<file path="src/rtl/fp_pkg.sv">
// -----------------------------------------------------------------------------
// fp_pkg
// Shared definitions for the D-extension floating-point datapath: rounding-mode
// encodings, fflags bit positions, binary64 field geometry and the operand
// class enumeration produced by fp_d_unpack.
// -----------------------------------------------------------------------------
package fp_pkg;

    // Rounding modes as carried on the rm field. DYN never reaches the ALU.
    localparam logic [2:0] RM_RNE = 3'b000;
    localparam logic [2:0] RM_RTZ = 3'b001;
    localparam logic [2:0] RM_RDN = 3'b010;
    localparam logic [2:0] RM_RUP = 3'b011;
    localparam logic [2:0] RM_RMM = 3'b100;

    // Bit positions inside the 5-bit fflags vector {NV, DZ, OF, UF, NX}.
    localparam int FLAG_NV = 4;
    localparam int FLAG_DZ = 3;
    localparam int FLAG_OF = 2;
    localparam int FLAG_UF = 1;
    localparam int FLAG_NX = 0;

    // binary64 geometry.
    localparam int D_WIDTH  = 64;
    localparam int D_EXP_W  = 11;
    localparam int D_FRAC_W = 52;
    localparam int D_BIAS   = 1023;

    typedef enum logic [2:0] {
        FP_ZERO,
        FP_SUB,
        FP_NORM,
        FP_INF,
        FP_NAN
    } fp_class_e;

endpackage

</file>
<file path="src/rtl/fp_d_unpack.sv">
// -----------------------------------------------------------------------------
// fp_d_unpack
// Combinational binary64 field splitter and classifier, shared by the
// D-extension operations.
//   d        : binary64 operand
//   sign     : sign bit
//   exponent : biased 11-bit exponent
//   fraction : 52-bit stored fraction (no hidden bit)
//   cls      : ZERO / SUB / NORM / INF / NAN
// -----------------------------------------------------------------------------
module fp_d_unpack
    import fp_pkg::*;
(
    input  logic [D_WIDTH-1:0]  d,
    output logic                sign,
    output logic [D_EXP_W-1:0]  exponent,
    output logic [D_FRAC_W-1:0] fraction,
    output fp_class_e           cls
);

    logic exp_zero;
    logic exp_ones;
    logic frac_zero;

    assign sign      = d[D_WIDTH-1];
    assign exponent  = d[D_WIDTH-2 -: D_EXP_W];
    assign fraction  = d[D_FRAC_W-1:0];
    assign exp_zero  = (exponent == '0);
    assign exp_ones  = &exponent;
    assign frac_zero = (fraction == '0);

    always_comb begin
        // NOTE: every output of a combinational block gets a value on every
        // path (here via the default first) so no latch is inferred.
        cls = FP_NORM;
        if (exp_zero) begin
            cls = frac_zero ? FP_ZERO : FP_SUB;
        end else if (exp_ones) begin
            cls = frac_zero ? FP_INF : FP_NAN;
        end
    end

endmodule

</file>
<file path="src/rtl/fp_cvt_w_d.sv">
// -----------------------------------------------------------------------------
// fp_cvt_w_d
// binary64 -> 32-bit integer converter (FCVT.W.D / FCVT.WU.D). Three stages
// (unpack, align, round/saturate) behind an input register, with valid/ready
// on both sides. An operation accepted on edge N is presented after edge N+3.
//
// Build option: FP_CVT_WU_EN -- when defined, in_unsigned selects the WU
// conversion; otherwise every conversion is signed and in_unsigned is ignored.
//
// Ports
//   clk, rst     : clock, synchronous active-high reset
//   in_valid     : operation present          in_ready  : can accept
//   in_d         : binary64 operand           in_rm     : rounding mode
//   in_unsigned  : WU conversion select       in_tag    : opaque tag
//   out_valid    : result present             out_ready : consumer accepts
//   out_w        : integer result             out_flags : {NV,DZ,OF,UF,NX}
//   out_tag      : tag of this result
// -----------------------------------------------------------------------------
module fp_cvt_w_d
    import fp_pkg::*;
#(
    parameter int ID_W = 5
) (
    input  logic               clk,
    input  logic               rst,
    input  logic               in_valid,
    output logic               in_ready,
    input  logic [D_WIDTH-1:0] in_d,
    input  logic [2:0]         in_rm,
    input  logic               in_unsigned,
    input  logic [ID_W-1:0]    in_tag,
    output logic               out_valid,
    input  logic               out_ready,
    output logic [31:0]        out_w,
    output logic [4:0]         out_flags,
    output logic [ID_W-1:0]    out_tag
);

    // ---------------- pipeline state ----------------
    logic                s1_valid, s2_valid, s3_valid;

    logic [D_WIDTH-1:0]  s1_d;
    logic [2:0]          s1_rm;
    logic                s1_uns;
    logic [ID_W-1:0]     s1_tag;

    logic                s2_sign;
    logic [D_EXP_W-1:0]  s2_exp;
    logic [D_FRAC_W-1:0] s2_frac;
    fp_class_e           s2_cls;
    logic [2:0]          s2_rm;
    logic                s2_uns;
    logic [ID_W-1:0]     s2_tag;

    logic                s3_sign, s3_nan, s3_inf, s3_ovf;
    logic [31:0]         s3_mag;
    logic                s3_guard, s3_sticky;
    logic [2:0]          s3_rm;
    logic                s3_uns;
    logic [ID_W-1:0]     s3_tag;

    // ---------------- flow control ----------------
    // Each register can load when it is empty or its content moves on.
    logic out_rdy, s3_rdy, s2_rdy;

    assign out_rdy  = !out_valid || out_ready;
    assign s3_rdy   = !s3_valid  || out_rdy;
    assign s2_rdy   = !s2_valid  || s3_rdy;
    assign in_ready = !s1_valid  || s2_rdy;

    // ---------------- stage 1: unpack ----------------
    logic                u_sign;
    logic [D_EXP_W-1:0]  u_exp;
    logic [D_FRAC_W-1:0] u_frac;
    fp_class_e           u_cls;

    fp_d_unpack u_unpack (
        .d        (s1_d),
        .sign     (u_sign),
        .exponent (u_exp),
        .fraction (u_frac),
        .cls      (u_cls)
    );

    // ---------------- stage 2: align ----------------
    logic signed [12:0] e_unb;
    logic [5:0]         shamt;
    logic [84:0]        wide;
    logic               a_nan, a_inf, a_ovf, a_guard, a_sticky;
    logic [31:0]        a_mag;

    assign e_unb = signed'({2'b00, s2_exp}) - signed'(13'(D_BIAS));
    // e+1 = exp-1022, and 1022 mod 64 = 62; the low six bits are exact
    // whenever e+1 lies in 0..32, the only range where the shift is used.
    assign shamt = s2_exp[5:0] - 6'd62;
    // With the significand left-shifted by e+1, the binary point sits
    // between bits 53 and 52: integer part above, guard at 52, sticky below.
    assign wide  = {32'b0, (s2_cls == FP_NORM), s2_frac} << shamt;

    always_comb begin
        a_nan    = 1'b0;
        a_inf    = 1'b0;
        a_ovf    = 1'b0;
        a_mag    = '0;
        a_guard  = 1'b0;
        a_sticky = 1'b0;
        case (s2_cls)
            FP_NAN:  a_nan = 1'b1;
            FP_INF:  a_inf = 1'b1;
            FP_ZERO: ;
            default: begin
                if (e_unb >= 13'sd32) begin
                    a_ovf = 1'b1;
                end else if (e_unb < -13'sd1) begin
                    // Below 0.5 in magnitude: only the sticky bit survives.
                    a_sticky = 1'b1;
                end else begin
                    a_mag    = wide[84:53];
                    a_guard  = wide[52];
                    a_sticky = |wide[51:0];
                end
            end
        endcase
    end

    // ---------------- stage 3: round / saturate ----------------
    logic        rnd_up;
    logic [32:0] mag_r;
    logic        nv;
    logic [31:0] res_w;
    logic [4:0]  res_flags;

    always_comb begin
        rnd_up = 1'b0;
        case (s3_rm)
            RM_RNE:  rnd_up = s3_guard && (s3_sticky || s3_mag[0]);
            RM_RDN:  rnd_up = s3_sign && (s3_guard || s3_sticky);
            RM_RUP:  rnd_up = !s3_sign && (s3_guard || s3_sticky);
            RM_RMM:  rnd_up = s3_guard;
            default: rnd_up = 1'b0;  // RTZ and the reserved encodings
        endcase
    end

    assign mag_r = {1'b0, s3_mag} + {32'b0, rnd_up};

`ifndef FP_CVT_WU_EN
    logic unused_uns;
    assign unused_uns = s3_uns;
`endif

    always_comb begin
        nv    = 1'b0;
        res_w = '0;
        if (s3_nan) begin
            nv    = 1'b1;
            res_w = 32'h7FFF_FFFF;
        end else if (s3_inf || s3_ovf) begin
            nv    = 1'b1;
            res_w = s3_sign ? 32'h8000_0000 : 32'h7FFF_FFFF;
        end else if (!s3_sign) begin
            if (mag_r > 33'h0_7FFF_FFFF) begin
                nv    = 1'b1;
                res_w = 32'h7FFF_FFFF;
            end else begin
                res_w = mag_r[31:0];
            end
        end else begin
            if (mag_r > 33'h0_8000_0000) begin
                nv    = 1'b1;
                res_w = 32'h8000_0000;
            end else begin
                res_w = -mag_r[31:0];
            end
        end
`ifdef FP_CVT_WU_EN
        if (s3_uns) begin
            nv    = 1'b0;
            res_w = '0;
            if (s3_nan) begin
                nv    = 1'b1;
                res_w = 32'hFFFF_FFFF;
            end else if (s3_inf || s3_ovf) begin
                nv    = 1'b1;
                res_w = s3_sign ? 32'h0000_0000 : 32'hFFFF_FFFF;
            end else if (!s3_sign) begin
                if (mag_r[32]) begin
                    nv    = 1'b1;
                    res_w = 32'hFFFF_FFFF;
                end else begin
                    res_w = mag_r[31:0];
                end
            end else begin
                // A negative value is representable only if it rounds to 0.
                nv = (mag_r != '0);
            end
        end
`endif
        res_flags          = '0;
        res_flags[FLAG_NV] = nv;
        res_flags[FLAG_DZ] = 1'b0;
        res_flags[FLAG_OF] = 1'b0;
        res_flags[FLAG_UF] = 1'b0;
        res_flags[FLAG_NX] = !nv && (s3_guard || s3_sticky);
    end

    // ---------------- control and output registers ----------------
    always_ff @(posedge clk) begin
        // NOTE: state registers use non-blocking assignments so every
        // stage samples the values from before this edge.
        if (rst) begin
            s1_valid  <= 1'b0;
            s2_valid  <= 1'b0;
            s3_valid  <= 1'b0;
            out_valid <= 1'b0;
            out_w     <= '0;
            out_flags <= '0;
            out_tag   <= '0;
        end else begin
            if (in_ready) s1_valid  <= in_valid;
            if (s2_rdy)   s2_valid  <= s1_valid;
            if (s3_rdy)   s3_valid  <= s2_valid;
            if (out_rdy)  out_valid <= s3_valid;
            if (out_rdy && s3_valid) begin
                out_w     <= res_w;
                out_flags <= res_flags;
                out_tag   <= s3_tag;
            end
        end
    end

    // ---------------- internal data registers ----------------
    // NOTE: internal payload registers are not reset; they are qualified by
    // the stage valid bits, which are.
    always_ff @(posedge clk) begin
        if (in_ready && in_valid) begin
            s1_d   <= in_d;
            s1_rm  <= in_rm;
            s1_uns <= in_unsigned;
            s1_tag <= in_tag;
        end
        if (s2_rdy && s1_valid) begin
            s2_sign <= u_sign;
            s2_exp  <= u_exp;
            s2_frac <= u_frac;
            s2_cls  <= u_cls;
            s2_rm   <= s1_rm;
            s2_uns  <= s1_uns;
            s2_tag  <= s1_tag;
        end
        if (s3_rdy && s2_valid) begin
            s3_sign   <= s2_sign;
            s3_nan    <= a_nan;
            s3_inf    <= a_inf;
            s3_ovf    <= a_ovf;
            s3_mag    <= a_mag;
            s3_guard  <= a_guard;
            s3_sticky <= a_sticky;
            s3_rm     <= s2_rm;
            s3_uns    <= s2_uns;
            s3_tag    <= s2_tag;
        end
    end

endmodule
</file>
<file path="config.mk">
export PLATFORM = sky130hd
export DESIGN_NAME = fp_cvt_w_d
export DESIGN_NICKNAME = d
export VERILOG_FILES = /design/src/rtl/fp_pkg.sv /design/src/rtl/fp_d_unpack.sv /design/src/rtl/fp_cvt_w_d.sv
export SDC_FILE = /design/constraint.sdc
export NUM_CORES = 1
export LEC_CHECK = 0
export BUFFER_PORTS_ARGS = -buffer_cell sky130_fd_sc_hd__buf_2
export CAP_MARGIN = 20
export CELL_PAD_IN_SITES_DETAIL_PLACEMENT = 0
export CELL_PAD_IN_SITES_GLOBAL_PLACEMENT = 1
export CORE_MARGIN = 3
export CORE_UTILIZATION = 48
export CTS_CLUSTER_DIAMETER = 60
export DETAILED_ROUTE_END_ITERATION = 7
export PLACE_DENSITY = 0.78
export SLEW_MARGIN = 20
export SYNTH_ARGS = -nofsm -noshare
export SYNTH_HDL_FRONTEND = slang
export SYNTH_HIERARCHICAL = 1
export SYNTH_SLANG_ARGS = --single-unit
</file>
<file path="constraint.sdc">
create_clock -name clk -period 8.35 [get_ports clk]
set_input_delay 2.0875 -clock clk [delete_from_list [all_inputs] [get_ports clk]]
set_output_delay 2.0875 -clock clk [all_outputs]
set_load 0.02 [all_outputs]
</file>
# Word level (Yosys, flattened, before mapping)
# Cells that the tools add are included.
[totals]
ram_bits = 0
latch_bits = 0
out_inout_bits = 44
memories = 0
inputBits = 77
romBits = 0
register_bits = 236
elab_cells = 90
[op_classes]
n_reduce_logical = 30
n_bitwise = 0
n_addsub = 4
magnitude_cmp = 4
n_div = 0
n_shift = 1
n_mux = 20
multipliers = 0
n_eq_ne = 6
[op_table]
columns = ["operator", "count"]
rows = [
  ["$mux W32", 6],
  ["$shl A53 B6 Y85", 1],
  ["$logic_not A52 Y1", 1],
  ["$reduce_or A52 Y1", 1],
  ["$add A32 B1 Y33", 1],
  ["$gt A33 B31 Y1 const B", 1],
  ["$gt A33 B32 Y1 const B", 1],
  ["$neg A32 Y32", 1],
  ["$eq A3 B2 Y1 const B", 4],
  ["$ge A12 B7 Y1 const B", 1],
  ["$lt A12 B1 Y1 const B", 1],
  ["$sub A11 B10 Y12 const B", 1],
  ["$logic_not A11 Y1", 1],
  ["$reduce_and A11 Y1", 1],
  ["$mux W1", 10],
  ["$mux W3", 3],
  ["$logic_and A1 B1 Y1", 8],
  ["$logic_or A1 B1 Y1", 7],
  ["$eq A3 B3 Y1 const B", 2],
  ["$logic_not A1 Y1", 6],
  ["$logic_not A3 Y1", 2],
  ["$sub A6 B6 Y6 const B", 1],
  ["$reduce_or A5 Y1", 1],
  ["$pmux W1 S4", 1],
  ["2 further kinds", 2],
]

# Depth between registers and ports, before layout
[logic_depth]
depth_word = 11
ltp_mapped = 18
ltp_nobuf = 16

# Hierarchy
# Netlist, hierarchy kept.
[modules_own_cells]
columns = ["mod", "n_inst", "area_per_inst_um2", "cells_each", "seq_area_each_um2"]
rows = [
  ["fp_cvt_w_d", 1, 13808.2, 1290, 6656.4],
  ["fp_d_unpack", 1, 671.9, 93, 0.0],
]

# Worst setup path after synthesis
# OpenSTA, ideal clock, no wires.
[synth_path]
path_type = "input-to-reg"
start = "input out_ready"
end = "register s1_d[0], enable pin"
setup_slack_ns = 1.927
path_buffers = 0
cell_stages = 3
t_required_ns = 7.824
setup_time_ns = 0.526
arrival_time_ns = 5.897
path_cell_list = "nor2b_1 and3_1 a21oi_1"
[synth_via]
elab_chain_len = 5
[synth_rtl]
columns = ["item", "line", "text"]
rows = [
  ["from (decl)", "fp_cvt_w_d.sv:33", "input logic out_ready,"],
  ["$logic_or A1 B1 Y1", "fp_cvt_w_d.sv:66", "assign out_rdy = !out_valid || out_ready;"],
  ["$logic_or A1 B1 Y1", "fp_cvt_w_d.sv:67", "assign s3_rdy = !s3_valid || out_rdy;"],
  ["$logic_or A1 B1 Y1", "fp_cvt_w_d.sv:68", "assign s2_rdy = !s2_valid || s3_rdy;"],
  ["$logic_or A1 B1 Y1", "fp_cvt_w_d.sv:69", "assign in_ready = !s1_valid || s2_rdy;"],
  ["$logic_and A1 B1 Y1", "fp_cvt_w_d.sv:235", "if (in_ready && in_valid) begin"],
  ["to (signal assigned)", "fp_cvt_w_d.sv:236", "s1_d <= in_d;"],
  ["to (decl)", "fp_cvt_w_d.sv:42", "logic [D_WIDTH-1:0] s1_d;"],
]
# Every way passes these cells.
# A chain may end at the register's enable or synchronous reset.

# Final worst setup path
[layout_path]
start = "register s3_sign"
end = "register out_w[27]"
[layout_via]
elab_chain_len = 9
elab_cells_between_ends = 14
classes_between = "add/sub: 2; order compare: 2; mux: 7; reduce/logical: 3"
[layout_rtl]
columns = ["item", "line", "text"]
rows = [
  ["from (decl)", "fp_cvt_w_d.sv:55", "logic s3_sign, s3_nan, s3_inf, s3_ovf;"],
  ["from (signal assigned)", "fp_cvt_w_d.sv:251", "s3_sign <= s2_sign;"],
  ["$logic_not A1 Y1", "--", ""],
  ["$logic_and A1 B1 Y1", "fp_cvt_w_d.sv:138", "RM_RUP: rnd_up = !s3_sign && (s3_guard || s3_sticky);"],
  ["$pmux W1 S4", "fp_cvt_w_d.sv:135", "case (s3_rm)"],
  ["$add A32 B1 Y33", "fp_cvt_w_d.sv:144", "assign mag_r = {1'b0, s3_mag} + {32'b0, rnd_up};"],
  ["$neg A32 Y32 (tied with other cells)", "fp_cvt_w_d.sv:172", "res_w = -mag_r[31:0];"],
  ["$mux W32 (on tied branches)", "fp_cvt_w_d.sv:168, fp_cvt_w_d.sv:161", ""],
  ["$mux W32", "fp_cvt_w_d.sv:160", "end else if (!s3_sign) begin"],
  ["$mux W32 *", "fp_cvt_w_d.sv:157", "end else if (s3_inf || s3_ovf) begin"],
  ["$mux W32 *", "fp_cvt_w_d.sv:154", "if (s3_nan) begin"],
  ["to (signal assigned)", "fp_cvt_w_d.sv:224", "out_w <= res_w;"],
  ["to (decl)", "fp_cvt_w_d.sv:34", "output logic [31:0] out_w,"],
]
# Every way passes the cells marked *; elsewhere a longest branch is shown, timed or not.

==> reports/metrics.cfg <==
[status]
status=finished, final reports clean

[route]
wire_per_inst_um=20.5
antenna_left=0
vias=11000
vias_per_cell=6.17
drt_wl_total_um=36700
dr.first_iter.drc_count=1025
remaining_drc_errors=0
first_pass_iters=5

[placement]
place_ws_ps=2200
portBuffers=116
dp_hpwl_um=27200
gp_congestion=0.924

[yosys]
ys_top_cells_by_area=edfxtp_1 (40%), dfxtp_1 (5.9%), mux4_2 (5.9%), mux2i_1 (4.5%), buf_4 (3.8%)
synth_edf_count=193
yosys_most_used_dff=edfxtp_1
synth.distinct_cells=83
ys_async_sr_fraction_pct=0
avgSynthCellArea_um2=10.5
ys_seq_area_share_pct=46.0
mappedNetlistArea_um2=14500
ys_ff_latch=236
synth_top_area_share_pct=40.0
yosysTopAreaCell=edfxtp_1
yosysMostFrequentCell=edfxtp_1
synthTopCellsByCount=edfxtp_1 (193), nor2_1 (142), nand2_1 (113)
syn_inst=1383
ys_warn_count=6

[pwr]
ir_worst_vdd_v=0.000190
power_density_nw_per_um2=178
p_leak_uw=0.00554
total_power_uw=2800

[die]
core_area_um2=29200
dieArea_um2=32300
fp-row-count=62
initial_core_util_pct=49.5
chipHeight_um=180
fp.dieW_um=180
ios=121

[finish]
final_nets=1468
area_delta_synth_final_pct=8.67
fillers=2603
num_antenna_cells=0
drive_above_1_share_pct=20.2
multi_input_area_um2=6940
layout.area.seq_um2=6660

[sta]
setup_viol=0
worstMarginPinSlew_ps=1040
max_freq_ghz=0.158
rsz0062_at_grt=false
skew_ps=12.5
fin_crit_ps=6320
slew_headroom_pct=30.7
fin_setup_tns_ps=0
post-route-period-util_pct=75.7
setup_ws_ps=2030
maxSlewViolCount=0
finalHoldViolations=0

[grt]
antenna_found_initial=0
globalRouteOverflowTotal=0
grt_pass1_wl_um=58700
grt.total_usage_pct=22.0
grt_pass1_vias=10400
grt_max_degree=80

[clocking]
clk_pin_slew_ps=60
cts.sinks=236
htree_levels=1
postCtsHoldBufs=0
cts_made_buffers=27
post-cts-setup-buffers=0
cts_root_buf=clkbuf_16
insertion_delay_ps=540
ctsResizeCount=0
ctsLongestPathBuffers=3
cts_tree=yes

[run]
max_cap_violations=0

[hold_path]
worst_hold_path_type=register to register

[setup_path]
critPathLaunchType=register
worst_ep_required_time_ps=8790
critPathMaxFanout=23
arrival_ps=6770
crit_path_end_kind=register
critPathKind=register to register

==> per-stage QoR <==
stage	util, %	area (um^2)	std cells	hold WS, ps
floorplan	-	14500	1385	400
global placement	50.7	14800	1740	402
detailed placement	50.7	14800	1740	405
CTS	53.7	15700	1786	418
global route	53.8	15700	1787	422
finish	53.8	15700	1787	416
==> flip-flops by register name (all words and copies together), names as in the netlist, 2 cells and up <==
signal     cells
s2_frac       52
s2_cls         3
out_tag        5
s1_rm          3
out_flags      2
s2_exp        11
s1_d          64
s3_mag        32
s3_rm          3
out_w         32
s2_rm          3
s2_tag         5
s1_tag         5
s3_tag         5
==> path summary, 6_finish.rpt <==
check        startpoint   endpoint  slack, ps  cells past startpoint
max             s3_sign  out_w[27]       2030                     16
min reg2reg   s2_tag[1]  s3_tag[1]        420                      0
max reg2reg     s3_sign  out_w[27]       2030                     16
min           s2_tag[1]  s3_tag[1]        420                      0
==> cell type report <==
| type | count | share of cell area, % |
|---|---|---|
| clock inverters | 12 | 0.875 |
| clock buffers | 34 | 4.65 |
| multi-input cells | 974 | 44.1 |
| repair buffers | 134 | 4.68 |
| inverters | 13 | 0.310 |
| well taps | 384 | 3.05 |
| flip-flops and latches | 236 | 42.3 |
==> per-layer routing <==
| layer | routed length, um | track usage [%] | vias to the layer above |
|---|---|---|---|
| li1 | - | - | 5235 |
| met1 | 16900 | 33.0 | 5328 |
| met2 | 16500 | 34.0 | 402 |
| met3 | 2440 | 2.97 | 68 |
| met4 | 876 | 5.45 | 0 |
| met5 | 0 | 0 | - |
==> power breakdown <==
part	total, uW	internal, uW	switching (uW)
logic	286	108	178
registers	1380	1340	42.7
clock network	1130	684	450
==> worst max-delay path: stages, from the launching register on <==
cell,delay (ps)
edfxtp_1,850
inv_1,370
mux2_2,360
o32a_1,330
nor2_1,100
ha_1,360
ha_1,440
nand4_4,210
or3_1,540
or3_4,460
xor2_1,520
o31ai_1,320
nand2b_4,230
o31ai_4,210
buf_4,280
o21ai_2,290
nor4_1,340
==> cells in the final DEF (no fill, tap or decap), types with 8 or more instances in the layout <==
cell type	synthesis	final
a211oi_1	26	26
a21oi_1	78	77
a221oi_1	14	14
a22oi_1	19	19
a31oi_1	10	10
and3_1	13	13
buf_2	24	116
buf_4	74	17
clkbuf_16	0	27
dfxtp_1	43	43
edfxtp_1	193	193
inv_1	13	13
mux2_2	33	33
mux2i_1	65	65
mux4_2	38	38
nand2_1	113	113
nand2b_1	9	9
nand3_1	36	36
nand4_1	28	28
nor2_1	142	142
nor2b_1	13	11
nor3_1	31	31
nor4_1	37	37
o211ai_1	11	11
o21ai_0	49	49
o22ai_1	13	13
or3_1	8	8
xnor2_1	25	22
xor2_1	25	23
==> cells by family (layout without fill, tap and decap cells) <==
group	count (synthesis)	count (layout)	synth area share, %
and+or+nand+nor	478	478	16.6
AOI/OAI and AO/OA	301	301	14.1
DFF	236	236	46.0
buffers and inverters	175	193	6.77
muxes	137	137	13.1
xor gates and xnor gates	50	50	3.02
adders and majority gates	5	5	0.432
other	1	3	0.0259
(Power assumes the default switching activity.)
